**src/rtl/bank_regs.sv**
```systemverilog
// Bank-register unit: EB/FB/BB registers on a request/acknowledge bus plus the
// super-bank bit loaded from I/O channel 7. All outputs are registered.
module bank_regs (
  input  logic        clk,
  input  logic        reset,
  input  logic        req,
  input  logic        we,
  input  logic [11:0] addr,
  input  logic [15:0] wdata,
  output logic        ready,
  output logic        ack,
  output logic        err,
  output logic [15:0] rdata,
  input  logic        chan_we,
  input  logic [8:0]  chan_addr,
  input  logic [15:0] chan_wdata,
  output logic [2:0]  eBank,
  output logic [4:0]  fBank,
  output logic        superBank
);

  typedef enum logic {StIdle, StAck} busState_t;

  busState_t   stateQ, stateD;
  logic        accept;
  logic        isEb, isFb, isBb, unmapped;
  logic [15:0] readWord;
  logic [2:0]  eBankQ;
  logic [4:0]  fBankQ;
  logic        superBankQ;
  logic [15:0] rdataQ;
  logic        errQ;

  assign isEb     = (addr == 12'd3);
  assign isFb     = (addr == 12'd4);
  assign isBb     = (addr == 12'd6);
  assign unmapped = !(isEb || isFb || isBb);

  always_comb begin
    stateD = stateQ;
    accept = 1'b0;
    unique case (stateQ)
      StIdle: begin
        if (req) begin
          stateD = StAck;
          accept = 1'b1;
        end
      end
      StAck:   stateD = StIdle;
      default: stateD = StIdle;
    endcase
  end

  always_comb begin
    readWord = 16'h0000;
    if (isEb) begin
      readWord[10:8] = eBankQ;
    end else if (isFb) begin
      readWord[14:10] = fBankQ;
    end else if (isBb) begin
      readWord[14:10] = fBankQ;
      readWord[2:0]   = eBankQ;
    end
  end

  always_ff @(posedge clk) begin
    if (reset) begin
      stateQ     <= StIdle;
      eBankQ     <= 3'd0;
      fBankQ     <= 5'd0;
      superBankQ <= 1'b0;
      rdataQ     <= 16'h0000;
      errQ       <= 1'b0;
    end else begin
      stateQ <= stateD;
      if (accept) begin
        if (we) begin
          if (isEb || isBb) begin
            eBankQ <= isEb ? wdata[10:8] : wdata[2:0];
          end
          if (isFb || isBb) begin
            fBankQ <= wdata[14:10];
          end
        end
        // Read data is captured at accept so rdata is a flop, never a decode of addr.
        rdataQ <= (we || unmapped) ? 16'h0000 : readWord;
        errQ   <= unmapped;
      end else begin
        rdataQ <= 16'h0000;
        errQ   <= 1'b0;
      end
      if (chan_we && chan_addr == 9'd7) begin
        superBankQ <= chan_wdata[6];
      end
    end
  end

  assign ready     = (stateQ == StIdle);
  assign ack       = (stateQ == StAck);
  assign err       = errQ;
  assign rdata     = rdataQ;
  assign eBank     = eBankQ;
  assign fBank     = fBankQ;
  assign superBank = superBankQ;

endmodule

```
**config.mk**
```make
export PLATFORM = sky130hd
export DESIGN_NAME = bank_regs
export DESIGN_NICKNAME = d
export VERILOG_FILES = /design/src/rtl/bank_regs.sv
export SDC_FILE = /design/constraint.sdc
export NUM_CORES = 1
export LEC_CHECK = 0
export ABC_AREA = 1
export ABC_CLOCK_PERIOD_IN_PS = 1550
export CORE_ASPECT_RATIO = 0.7
export CORE_UTILIZATION = 32
export DETAILED_ROUTE_END_ITERATION = 16
export GPL_ROUTABILITY_DRIVEN = 1
export PLACE_DENSITY = 0.79
export REMOVE_ABC_BUFFERS = 1
export SYNTH_ARGS = -nofsm -noshare
export SYNTH_HDL_FRONTEND = slang
export SYNTH_SLANG_ARGS = --single-unit
```
**constraint.sdc**
```tcl
create_clock -name clk -period 1.55 [get_ports clk]
set_input_delay 0.2325 -clock clk [delete_from_list [all_inputs] [get_ports clk]]
set_output_delay 0.2325 -clock clk [all_outputs]
set_load 0.02 [all_outputs]
```
==> insert_results.sql <==
INSERT INTO impl_metrics (metric_group, metric, value, unit) VALUES
('status', 'status', 'completed', ''),
('worst_setup_path', 'worst_ep_arrival_time', '1.25', 'ns'),
('detailed_routing', 'ant_nets', '0', ''),
('clock_tree', 'ctsLongestPathBuffers', '2', ''),
('worst_setup_path', 'timing_worst_setup_path_type', 'register to output port', ''),
('yosys', 'warnings_from_yosys', '0', ''),
('clock_tree', 'tritoncts', 'built', ''),
('floorplan', 'fp.dieW', '71.0', 'microns'),
('timing', 'finClkSkew', '0.00173', 'ns'),
('clock_tree', 'worst_path_clk_slew', '0.07', 'ns'),
('yosys', 'synthesis.instances', '136', ''),
('worst_setup_path', 'critical_path.max_stage_delay', '0.59', 'ns'),
('yosys', 'syn_avg_cell_area', '7.85', 'sq um'),
('global_route', 'grt_antenna_before_repair', '0', ''),
('yosys', 'summed_instance_area_of_the_synthesized_netlist', '1070', 'sq um'),
('layout', 'multi_input_area', '538', 'sq um'),
('timing', 'finalWorstSetupSlack', '0.0706', 'ns'),
('global_route', 'global_route.overflow_total', '0', ''),
('timing', 'grt_setup_unrepaired', 'false', ''),
('layout', 'area_overhead_of_the_layout_relative_to_synthesis', '66.6', '%'),
('detailed_routing', 'via_per_inst', '4.15', ''),
('floorplan', 'core.rowCount', '17', ''),
('global_route', 'gr-usage-all-layers', '13.8', '%'),
('floorplan', 'fp.coreArea', '3170', 'sq um'),
('clock_tree', 'ctsHtreeMaxLevel', '1', ''),
('placement', 'gp_congestion', '0.825', ''),
('clock_tree', 'worst_skew_pair.late_latency', '0.26', 'ns'),
('worst_setup_path', 'critical_path.slowest_cell', 'sky130_fd_sc_hd__clkdlybuf4s50_1', ''),
('placement', 'dp.final_hpwl', '1950', 'microns'),
('run', 'maximum_capacitance_violations', '0', ''),
('layout', 'final_core_utilization', '56.1', '%'),
('worst_setup_path', 'crit_chain', 'inv_1 > clkdlybuf4s50_1', ''),
('timing', 'setup_viol', '0', ''),
('pwr', 'power.net_switching', '242', 'uW'),
('detailed_routing', 'via_count', '1001', ''),
('pwr', 'power.sequential.fraction', '51.0', '%'),
('detailed_routing', 'wire_per_inst', '9.72', 'microns'),
('pwr', 'clockPowerShare', '32.5', '%'),
('worst_setup_path', 'worst_setup_path_end_kind', 'output port', ''),
('timing', 'achievable-frequency', '676', 'MHz'),
('layout', 'drive_above_1_share', '17.2', '%'),
('global_route', 'wire_length_of_the_first_global_routing_pass', '3790', 'microns'),
('layout', 'antenna-diode-count', '0', ''),
('floorplan', 'die-area', '3570', 'sq um'),
('clock_tree', 'cts_inserted_buffers', '3', ''),
('yosys', 'synth_seq_cells', '21', ''),
('clock_tree', 'cts_root_buf', 'sky130_fd_sc_hd__clkbuf_8', ''),
('floorplan', 'io_pins', '86', ''),
('floorplan', 'die_h', '50.3', 'microns'),
('timing', 'timing.final.max_slew_violations', '0', ''),
('global_route', 'number_of_global_route_vias_before_repair', '839', ''),
('yosys', 'synth.yosys.seq_area_share', '39.4', '%'),
('pwr', 'largest_voltage_drop_on_the_vdd_net', '0.355', 'mV'),
('placement', 'dpl_worst_slack', '-0.0768', 'ns'),
('layout', 'layout.cells.most_common', 'sky130_fd_sc_hd__clkdlybuf4s50_1', ''),
('global_route', 'grt_start_max_net_pins', '13', ''),
('pwr', 'p_sw_share', '22.6', '%'),
('pwr', 'powerDensity', '601', 'nW/um^2'),
('worst_setup_path', 'crit_path_max_fanout', '4', ''),
('pwr', 'cellLeakagePower', '0.796', 'nW'),
('timing', 'minimum_clock_period_after_layout', '1.48', 'ns'),
('detailed_routing', 'routed_wl', '2340', 'microns'),
('yosys', 'yosysUniqueCellTypes', '23', ''),
('clock_tree', 'cts.sinks', '21', ''),
('worst_setup_path', 'setup.worst_path.start_class', 'register', ''),
('worst_setup_path', 'worstPathRequired', '1.32', 'ns'),
('layout', 'area.sequential', '422', 'sq um'),
('layout', 'number_of_nets_at_the_end_of_the_flow', '262', ''),
('timing', 'final.period_utilization', '95.4', '%'),
('placement', 'port_buffers', '58', ''),
('detailed_routing', 'drt_pass1_iterations', '9', ''),
('worst_hold_path', 'hold_path_class', 'register to register', ''),
('layout', 'fillCellCount', '301', ''),
('detailed_routing', 'route.detailed.drc', '0', ''),
('floorplan', 'initial_core_utilization', '33.7', '%'),
('pwr', 'cell_internal_pwr', '827', 'uW'),
('clock_tree', 'postCtsSetupRepairBufs', '0', ''),
('layout', 'layout_common_cells', 'sky130_fd_sc_hd__clkdlybuf4s50_1, sky130_fd_sc_hd__nand2_1, sky130_fd_sc_hd__nor2_1', ''),
('detailed_routing', 'drt_iter0_markers', '22', ''),
('pwr', 'share_comb_of_total_power', '16.5', '%'),
('timing', 'timing.final.hold_violations', '0', '');
## critical path: cells and delay by family (launching register included)
| family | cells | cell delay (ns) |
|---|---|---|
| buffers and inverters | 2 | 0.64 |
| DFF | 1 | 0.35 |
## cell type report
type,count,share of cell area [%]
Timing Repair Buffer,64,36.1
Clock buffer,3,2.32
Multi-Input combinational cell,92,30.3
Clock inverter,1,0.281
Inverter,22,4.64
Sequential cell,21,23.7
Tap cell,38,2.67
## metrics by stage
step	cell area (sq um)	total power [mW]	TNS, ns	hold WS [ns]	std cells
final	1780	1.07	0	0.452	241
after global placement	1730	0.733	-0.263	0.436	237
after detailed placement	1730	0.734	-0.374	0.437	237
after global routing	1780	1.13	0	0.477	241
after CTS	1770	1.08	0	0.454	241
after floorplan	1040	0.617	0	0.312	135
## power by group through the flow
stage,combinational [mW],clock [mW],sequential [mW]
3_5_place_dp,0.177,0,0.557
2_1_floorplan,0.0560,0,0.561
4_1_cts,0.177,0.361,0.545
6_report,0.176,0.348,0.545
5_1_grt,0.190,0.396,0.545
3_3_place_gp,0.176,0,0.557
## worst paths after layout
kind	startpoint	to	slack, ns	cells after the start
max	ack$_SDFF_PP0_	ready	0.07	2
min	superBank$_SDFFE_PP0P_	superBank$_SDFFE_PP0P_	0.45	2
max reg2reg	ack$_SDFF_PP0_	fBank[0]$_SDFFE_PP0P_	0.39	5
min reg2reg	superBank$_SDFFE_PP0P_	superBank$_SDFFE_PP0P_	0.45	2
## synthesized netlist by cell type
library cell,number,area [sq um]
sky130_fd_sc_hd__nor2_4,2,22.5
sky130_fd_sc_hd__buf_4,6,45.0
sky130_fd_sc_hd__nor3_2,8,80.1
sky130_fd_sc_hd__clkinv_1,1,3.75
sky130_fd_sc_hd__inv_1,21,78.8
sky130_fd_sc_hd__nor3_4,1,16.3
sky130_fd_sc_hd__dfxtp_1,21,420
sky130_fd_sc_hd__conb_1,1,3.75
sky130_fd_sc_hd__a21oi_1,1,5.00
sky130_fd_sc_hd__nand3_1,5,25.0
sky130_fd_sc_hd__nor3_1,2,10.0
sky130_fd_sc_hd__nor2_1,22,82.6
sky130_fd_sc_hd__nand2_1,24,90.1
sky130_fd_sc_hd__o31ai_1,1,7.51
sky130_fd_sc_hd__o21ai_2,1,8.76
sky130_fd_sc_hd__nand2_4,2,22.5
sky130_fd_sc_hd__nand3_4,1,17.5
sky130_fd_sc_hd__o21bai_1,3,22.5
sky130_fd_sc_hd__nor2_8,1,20.0
sky130_fd_sc_hd__nand2_2,3,18.8
sky130_fd_sc_hd__nand4_4,1,21.3
sky130_fd_sc_hd__o21ai_0,4,20.0
sky130_fd_sc_hd__nor2_2,4,25.0
## sequential cells by signal, summed over array words and instances, names as in the netlist
signal and count:
fBank 5, eBank 3, err 1, ack 1, rdata 10, superBank 1
## timing repair
| action | 4_1_cts | 5_1_grt |
|---|---|---|
| hold buffers | 0 | 0 |
| resized for setup | 1 | 3 |
| setup endpoints to repair | 1 | 3 |
## logic make-up (layout without fill, tap and decap cells)
| kind of cell | after synthesis | count (layout) | share of synthesized area, % |
|---|---|---|---|
| AO/OA/AOI/OAI | 10 | 10 | 5.98 |
| buffers and inverters | 28 | 90 | 12.0 |
| other | 1 | 6 | 0.351 |
| AND/OR/NAND/NOR | 76 | 76 | 42.3 |
| flip-flops | 21 | 21 | 39.4 |
## metal layers
metal | vias to the layer above | GRT usage, % | share of wire, %
li1 | 541 | - | -
met1 | 429 | 18.9 | 51
met2 | 29 | 20.8 | 43
met3 | 2 | 5.62 | 6.1
met4 | 0 | 2.00 | 0.34
met5 | - | 0 | 0
(Power assumes the default switching activity.)
